$ cat src/rtl/encoder_input_filter.sv
// Conditions the raw encoder phases and push-button: two-flop sync, per-input
// debounce, then registered step/direction, button-edge and error pulses.
module encoder_input_filter #(
    parameter int DEBOUNCE = 1000,
    parameter int DB_W     = 10
) (
    input  logic clk,
    input  logic rst,
    input  logic p1_raw,
    input  logic p2_raw,
    input  logic btn_raw,
    output logic p1,
    output logic p2,
    output logic btn,
    output logic step_valid,
    output logic step_dir,
    output logic btn_down,
    output logic btn_up,
    output logic err
);

    localparam logic [DB_W-1:0] LAST = DB_W'(DEBOUNCE - 1);

    // Bit 0 = phase A, bit 1 = phase B, bit 2 = button.
    logic [2:0]      raw;
    logic [2:0]      sync1;
    logic [2:0]      sync2;
    logic [2:0]      stable;
    logic [DB_W-1:0] cnt [3];
    logic [1:0]      cur;
    logic [1:0]      prev;
    logic            prev_btn;
    logic            fwd;
    logic            rev;
    logic            bad;

    assign raw = {btn_raw, p2_raw, p1_raw};
    assign cur = {stable[0], stable[1]};

    assign p1  = stable[0];
    assign p2  = stable[1];
    assign btn = stable[2];

    always_ff @(posedge clk) begin
        if (!rst) begin
            sync1 <= '0;
            sync2 <= '0;
        end else begin
            sync1 <= raw;
            sync2 <= sync1;
        end
    end

    // A flip needs DEBOUNCE consecutive synced samples that disagree with stable.
    always_ff @(posedge clk) begin
        if (!rst) begin
            stable <= '0;
            for (int i = 0; i < 3; i++) begin
                cnt[i] <= '0;
            end
        end else begin
            for (int i = 0; i < 3; i++) begin
                if (sync2[i] == stable[i]) begin
                    cnt[i] <= '0;
                end else if (cnt[i] == LAST) begin
                    stable[i] <= sync2[i];
                    cnt[i]    <= '0;
                end else begin
                    cnt[i] <= cnt[i] + DB_W'(1);
                end
            end
        end
    end

    always_comb begin
        fwd = 1'b0;
        rev = 1'b0;
        bad = 1'b0;
        case ({prev, cur})
            4'b00_01, 4'b01_11, 4'b11_10, 4'b10_00: fwd = 1'b1;
            4'b01_00, 4'b11_01, 4'b10_11, 4'b00_10: rev = 1'b1;
            4'b00_11, 4'b11_00, 4'b01_10, 4'b10_01: bad = 1'b1;
            default: ;
        endcase
    end

    always_ff @(posedge clk) begin
        if (!rst) begin
            prev       <= '0;
            prev_btn   <= 1'b0;
            step_valid <= 1'b0;
            step_dir   <= 1'b0;
            err        <= 1'b0;
            btn_down   <= 1'b0;
            btn_up     <= 1'b0;
        end else begin
            prev       <= cur;
            prev_btn   <= stable[2];
            step_valid <= fwd | rev;
            step_dir   <= fwd;
            err        <= bad;
            btn_down   <= stable[2] & ~prev_btn;
            btn_up     <= ~stable[2] & prev_btn;
        end
    end

endmodule

$ cat config.mk
export PLATFORM = sky130hd
export DESIGN_NAME = encoder_input_filter
export DESIGN_NICKNAME = d
export VERILOG_FILES = /design/src/rtl/encoder_input_filter.sv
export SDC_FILE = /design/constraint.sdc
export NUM_CORES = 1
export LEC_CHECK = 0
export ABC_AREA = 1
export BUFFER_PORTS_ARGS = -buffer_cell sky130_fd_sc_hd__buf_2
export CAP_MARGIN = 20
export CORE_ASPECT_RATIO = 1.1
export CORE_MARGIN = 2
export CORE_UTILIZATION = 42
export CTS_CLUSTER_DIAMETER = 80
export CTS_CLUSTER_SIZE = 12
export DETAILED_ROUTE_END_ITERATION = 8
export PLACE_DENSITY_LB_ADDON = 0.1
export SLEW_MARGIN = 10
export SYNTH_ARGS = -nofsm -noshare
export SYNTH_HDL_FRONTEND = slang
export SYNTH_SLANG_ARGS = --single-unit
$ cat constraint.sdc
create_clock -name clk -period 2.7 [get_ports clk]
set_input_delay 0.135 -clock clk [delete_from_list [all_inputs] [get_ports clk]]
set_output_delay 0.135 -clock clk [all_outputs]
set_load 0.005 [all_outputs]
==> run summary, run 1 <==
• Total Routed Length: 3600 µm
• cell with the largest stage delay on the worst path: sky130_fd_sc_hd__edfxtp_1
• number of max-capacitance violations reported: 0
• setup repair after global routing missed its margin: no
• share of the synthesized netlist area taken by xor and xnor gates: 5.66%
• area delta synth->final: 15.6%
• synthesized flop and latch total: 47
• number of setup buffers added after CTS: 0
• post-synthesis instance total: 264
• overall die area: 6130 µm²
• post-detailed-route DRC marker count: 0
• Max Freq: 687 MHz
• Final Instance Area: 2680 µm²
• proportion of power drawn by the clock network: 36.4%
• clock skew: 0.00807 ns
• number of global-route vias before repair: 1503
• deepest level of the CTS H-tree: 2
• data required time at the worst endpoint: 2.75 ns
• dominant cell type by count on the critical path: sky130_fd_sc_hd__nor2_1
• post-route fraction of the period consumed by the critical path: 53.9%
• proportion of total power due to net switching: 21.6%
• ports placed on the boundary: 13
• buffers from clock root to sink, at most: 2
• share of the synthesized area in compound gates (AO/OA/AOI/OAI): 3.34%
• final hold violation count: 0
• fin crit period: 1.46 ns
• HP Class: input port to register
• start point of the worst min-delay path: p2_raw
• number of buffers created by CTS: 5
• DP HPWL: 2670 µm
• peak ir drop on the vdd network: 0.000261 V
• die span in y: 81.9 µm
• launch point of the worst reg-to-reg path: cnt[0][0]$_SDFFCE_PN0P_
• Adder-Cell Fraction of Synth Area: 1.62%
• count of cell types in the netlist: 24
• total number of nets in the final design: 318
• initial antenna violation count: 0
• post-synthesis mux area share: 0%
• standard cell area after detailed placement: 2570 µm²
• post-route insts no fill: 386
• Inserted Diodes: 0
• Worst Setup Start Kind: register
• Hold EP: sync1[1]$_SDFF_PN0_
• count of endpoints failing setup in the final report: 0
• number of vias after detailed routing: 1642
• effective utilization at floorplan: 43.3%
• First-pass DRT Iterations: 4
• fraction of layout cells with a size suffix above 1: 14.8%
• CP Data Arrival Time: 1.51 ns
• final core utilization: 50.0%
• Final Max Slew Viols: 0
• number of port buffers: 12
• TritonCTS Sinks: 47
• Rows: 28
• leakage dissipation: 1.17 nW
• power density of the placed cells: 509 nW/µm²
• combined global-route utilization of all metal layers: 13.7%
• post-synthesis instance area: 2320 µm²
• part of the total power dissipated in sequential elements: 59.2%
• number of gates given a new drive strength after cts: 0
• RR Endpoint: cnt[0][5]$_SDFFCE_PN0P_
• clock network latency to the later pin of the worst-skew pair: 0.30 ns
• root buffer cell: sky130_fd_sc_hd__clkbuf_8
• crit-path cells: ha_1, nand2_1, nor2_1, nand3_2, nand2_2, nor2_1
• average wire per standard cell: 9.31 µm
• Worst setup EP type: register
• post-synthesis share of cell area spent on and, or, nand and nor gates: 29.7%
• Int Pwr: 1.07 mW
• Hold Path Stages: 3
• combinational cell fraction of total power: 4.4%
• worst r2r path cells: 6
• post-CTS clock slew at the launch and capture registers of the worst setup and hold paths: 0.09 ns
• Final Wtd Congestion: 0.817
• number of cells after detailed placement: 378
• net switching component of the power: 0.294 mW
• number of violations reported at the end of detailed-routing iteration 0: 68
• Final ANT Viol Nets: 0
• synthesized area per cell: 8.79 µm²
• register area share after synthesis: 53.5%
• combinational family with the most area after synthesis: simple AND/OR/NAND/NOR gates
• CP max stage delay: 0.38 ns
• vias per std cell: 4.25
• maximum fanout along the worst path: 9
• total global routing overflow: 0
• number of buffers inserted for hold repair after clock tree synthesis: 0
• Floorplan Core Area: 5360 µm²
• Sum Neg Setup Slack: 0 ns
• minimum setup slack among reg-to-reg paths: 1.24 ns
• global-route wire length before repair: 6400 µm
• result of the run: finished, final reports clean
• CTS tree: yes
• kind of critical path: register to register
• overall die width: 74.9 µm
• count of synthesis-stage warnings from yosys: 0
• maximum number of pins on one net before global-route repair: 20
-- per-layer routing --
| layer | part of all wire [%] | track usage, % | vias up |
|---|---|---|---|
| li1 | - | - | 894 |
| met1 | 47 | 16.6 | 724 |
| met2 | 48 | 22.5 | 16 |
| met3 | 3.1 | 3.31 | 8 |
| met4 | 2.1 | 7.14 | 0 |
| met5 | 0 | 0 | - |
-- registers in the layout (all words and copies together) (netlist names) --
signal / cells
err: 1
step_dir: 1
step_valid: 1
btn_down: 1
sync2: 3
prev_btn: 1
stable: 3
prev: 2
btn_up: 1
sync1: 3
cnt: 30
-- power groups by stage --
stage / clock, mW / combinational (mW) / sequential [mW]
after floorplan: 0 / 0.0507 / 0.819
after global placement: 0 / 0.0591 / 0.824
after detailed placement: 0 / 0.0593 / 0.824
after CTS: 0.516 / 0.0598 / 0.808
after global routing: 0.540 / 0.0717 / 0.812
final: 0.497 / 0.0597 / 0.808
-- final cells by class --
type / instances / area, µm²
inverters: 34 / 128
clock inverters: 1 / 5.00
fillers: 541 / 2680
clock buffers: 7 / 108
repair buffers: 12 / 60.1
multi-input cells: 210 / 1050
flip-flops and latches: 47 / 1240
well taps: 75 / 93.8
-- logic make-up after synthesis --
family,Yosys count
compound gates,13
xor+xnor,15
fa+ha+maj,3
buf+inv,36
flops,47
other cells,1
simple gates,149
-- cell usage after synthesis (all sizes together) --
cell type | count | share of area (%)
a211oi | 2 | 0.65
conb | 1 | 0.16
ha | 3 | 1.6
o21ai | 2 | 0.43
nand4 | 2 | 0.54
xor2 | 7 | 2.6
nor3 | 2 | 0.86
inv | 34 | 5.5
buf | 2 | 0.54
nand3 | 23 | 6.3
xnor2 | 8 | 3.0
edfxtp | 30 | 39
a21oi | 9 | 2.3
nor2 | 57 | 11
nand2 | 65 | 11
dfxtp | 17 | 15
-- placed cells by master (no fill, tap or decap), drive strengths merged, types with 3 or more instances in the layout --
cell type,synthesis,layout
conb,1,30
xnor2,8,8
ha,3,3
nand3,23,23
nor2,57,57
xor2,7,7
buf,2,12
clkbuf,0,7
edfxtp,30,30
a21oi,9,9
inv,34,34
nand2,65,65
dfxtp,17,17
-- worst max-delay path: cells and delay by family (launching register included) --
| family | cells | cell delay [ns] |
|---|---|---|
| AND/OR/NAND/NOR | 5 | 0.65 |
| adder cells (fa/ha/maj) | 1 | 0.17 |
| flip-flops | 1 | 0.38 |
-- worst max path at each step --
stage	start	endpoint	slack, ns	cells after the start
2_1_floorplan	cnt[2][0]$_SDFFCE_PN0P_	cnt[2][6]$_SDFFCE_PN0P_	1.39	6
3_3_place_gp	cnt[2][0]$_SDFFCE_PN0P_	cnt[2][6]$_SDFFCE_PN0P_	1.24	6
6_report	cnt[0][0]$_SDFFCE_PN0P_	cnt[0][5]$_SDFFCE_PN0P_	1.24	6
3_5_place_dp	cnt[2][0]$_SDFFCE_PN0P_	cnt[2][6]$_SDFFCE_PN0P_	1.24	6
4_1_cts	cnt[0][0]$_SDFFCE_PN0P_	cnt[0][6]$_SDFFCE_PN0P_	1.22	6
5_1_grt	cnt[2][0]$_SDFFCE_PN0P_	cnt[2][6]$_SDFFCE_PN0P_	1.07	6
-- metrics by stage --
| stage | total power, mW | hold WS [ns] | setup WS, ns |
|---|---|---|---|
| after global placement | 0.883 | 0.317 | 1.24 |
| final | 1.36 | 0.0203 | 1.24 |
| after global routing | 1.42 | 0.0105 | 1.07 |
| after detailed placement | 0.884 | 0.324 | 1.24 |
| after CTS | 1.38 | 0.00478 | 1.22 |
| after floorplan | 0.870 | 0.233 | 1.39 |
No activity file was read; power rests on OpenSTA's default activity.
==> inputs of run 2 (changes only) <==
==> constraint.sdc (replaced) <==
create_clock -name clk -period 1.2 [get_ports clk]
set_input_delay 0.06 -clock clk [delete_from_list [all_inputs] [get_ports clk]]
set_output_delay 0.06 -clock clk [all_outputs]
set_load 0.005 [all_outputs]
==> run 2 against run 1 <==
  * The flow now finishes with violations (negative setup slack)
  * Total power up 130%
  * Utilization up 13 points
  * Setup slack worse by 1.4 ns
  * Global-route usage up 2.0 points
  * Wire length up 25%
  * First-iteration DRC count down 32%
  * Sequential cell count unchanged
  * Die area unchanged
  * Register-to-register slack worse by 1.4 ns
==> run summary, run 2 (synthesis gave the netlist of run 1 again) <==
• fin worst setup slack: -0.158 ns
• Hold Path Stages: 3
• result of the run: finished with violations
• number of max-capacitance violations reported: 0
• Max Freq: 736 MHz
• Worst Setup Start Kind: register
• setup repair after global routing missed its margin: yes
• number of global-route vias before repair: 1739
• ports placed on the boundary: 13
• post-route insts no fill: 432
• Sum Neg Setup Slack: -3.78 ns
• fin crit period: 1.36 ns
• combinational cell fraction of total power: 8.5%
• number of vias after detailed routing: 1876
• power density of the placed cells: 941 nW/µm²
• post-CTS clock slew at the launch and capture registers of the worst setup and hold paths: 0.09 ns
• number of violations reported at the end of detailed-routing iteration 0: 46
• Final ANT Viol Nets: 0
• Final Wtd Congestion: 0.756
• maximum fanout along the worst path: 5
• deepest level of the CTS H-tree: 2
• DP HPWL: 2920 µm
• clock network latency to the later pin of the worst-skew pair: 0.30 ns
• number of port buffers: 12
• post-route fraction of the period consumed by the critical path: 113%
• final hold violation count: 0
• clock skew: 0.00666 ns
• number of cells after detailed placement: 410
• kind of critical path: register to register
• Total Routed Length: 4500 µm
• overall die width: 74.9 µm
• post-detailed-route DRC marker count: 0
• CTS tree: yes
• Final Instance Area: 3370 µm²
• top register by number of flip-flops: cnt
• standard cell area after detailed placement: 2840 µm²
• Rows: 28
• TritonCTS Sinks: 47
• root buffer cell: sky130_fd_sc_hd__clkbuf_8
• proportion of total power due to net switching: 23.4%
• total number of nets in the final design: 364
• fraction of layout cells with a size suffix above 1: 36.7%
• max reg flops: 30
• overall die area: 6130 µm²
• average wire per standard cell: 10.4 µm
• Final Max Slew Viols: 0
• peak ir drop on the vdd network: 0.000765 V
• Int Pwr: 2.43 mW
• buffers from clock root to sink, at most: 2
• net switching component of the power: 0.740 mW
• worst r2r path cells: 5
• Worst setup EP type: register
• part of the total power dissipated in sequential elements: 57.4%
• CP Data Arrival Time: 1.42 ns
• proportion of power drawn by the clock network: 34.1%
• combined global-route utilization of all metal layers: 15.8%
• Floorplan Core Area: 5360 µm²
• number of filler cells placed in the layout: 471
• initial antenna violation count: 0
• violations in the final reports: negative setup slack
• final core utilization: 62.8%
• Inserted Diodes: 0
• First-pass DRT Iterations: 4
• total global routing overflow: 0
• global-route wire length before repair: 7360 µm
• maximum number of pins on one net before global-route repair: 16
• number of buffers created by CTS: 5
• die span in y: 81.9 µm
• leakage dissipation: 1.44 nW
• effective utilization at floorplan: 43.3%
• vias per std cell: 4.34
• commonest non-fill, non-tap cell in the layout: sky130_fd_sc_hd__nand2_1
• area delta synth->final: 45.2%
• HP Class: input port to register
• commonest cells after routing, fill and taps aside: 56 x sky130_fd_sc_hd__nand2_1, 36 x sky130_fd_sc_hd__buf_4, 33 x sky130_fd_sc_hd__inv_1
• count of endpoints failing setup in the final report: 33
• minimum hold slack: 0.0474 ns
• data required time at the worst endpoint: 1.26 ns
-- run 2: cell types whose count changed in the layout (fill, tap and decap cells not counted), moves of 9 or more --
cell and change:
sky130_fd_sc_hd__nor2_2 +9, sky130_fd_sc_hd__nor2_1 -21, sky130_fd_sc_hd__buf_4 +36, sky130_fd_sc_hd__nor2_4 +12
-- run 2: layer usage --
metal  track usage, %  part of all wire (%)
met5                0                     0
met4             5.54                   1.5
met3             3.31                   1.7
met2             27.7                    53
met1             18.8                    44
-- run 2: worst paths after layout --
check | from | to | slack [ns]
setup / recovery | cnt[2][2]$_SDFFCE_PN0P_ | cnt[2][4]$_SDFFCE_PN0P_ | -0.16
hold reg to reg | prev_btn$_SDFF_PN0_ | btn_down$_SDFF_PN0_ | 0.42
setup reg to reg | cnt[2][2]$_SDFFCE_PN0P_ | cnt[2][4]$_SDFFCE_PN0P_ | -0.16
hold / removal | rst | stable[0]$_SDFFE_PN0P_ | 0.05
-- run 2: worst max-delay path, stage by stage (launching register included) --
cell	delay [ns]
sky130_fd_sc_hd__edfxtp_1	0.48
sky130_fd_sc_hd__nand2_1	0.10
sky130_fd_sc_hd__nor2_1	0.20
sky130_fd_sc_hd__nand3_4	0.15
sky130_fd_sc_hd__nand2_4	0.16
sky130_fd_sc_hd__nor2_4	0.05
-- run 2: what timing repair did --
item	4_1_cts	5_1_grt
buffers inserted	7	2
gates cloned	2	1
pin swaps	22	12
setup endpoints to repair	33	33
resized for setup	23	44
hold endpoints to repair	3	0
hold buffers	3	0
-- run 2: cell type report --
type / instances / area [µm²] / area share (%)
multi-input cells: 213 / 1390 / 41.3
clock buffers: 6 / 93.8 / 2.79
repair buffers: 55 / 405 / 12.0
flip-flops and latches: 47 / 1240 / 36.8
inverters: 34 / 128 / 3.79
well taps: 75 / 93.8 / 2.79
clock inverters: 2 / 13.8 / 0.409
-- run 2: power groups by stage --
stage | Clock [mW] | Combinational (mW) | Sequential [mW]
CTS | 1.13 | 0.229 | 1.81
global route | 1.17 | 0.302 | 1.83
global placement | 0 | 0.192 | 1.85
floorplan | 0 | 0.117 | 1.84
finish | 1.08 | 0.268 | 1.82
detailed placement | 0 | 0.192 | 1.85
-- run 2: per-stage QoR --
stage / total power, mW / worst slack [ns]
2_1_floorplan: 1.96 / -0.0798
3_3_place_gp: 2.04 / -0.143
3_5_place_dp: 2.04 / -0.150
4_1_cts: 3.17 / -0.124
5_1_grt: 3.30 / -0.222
6_report: 3.17 / -0.158
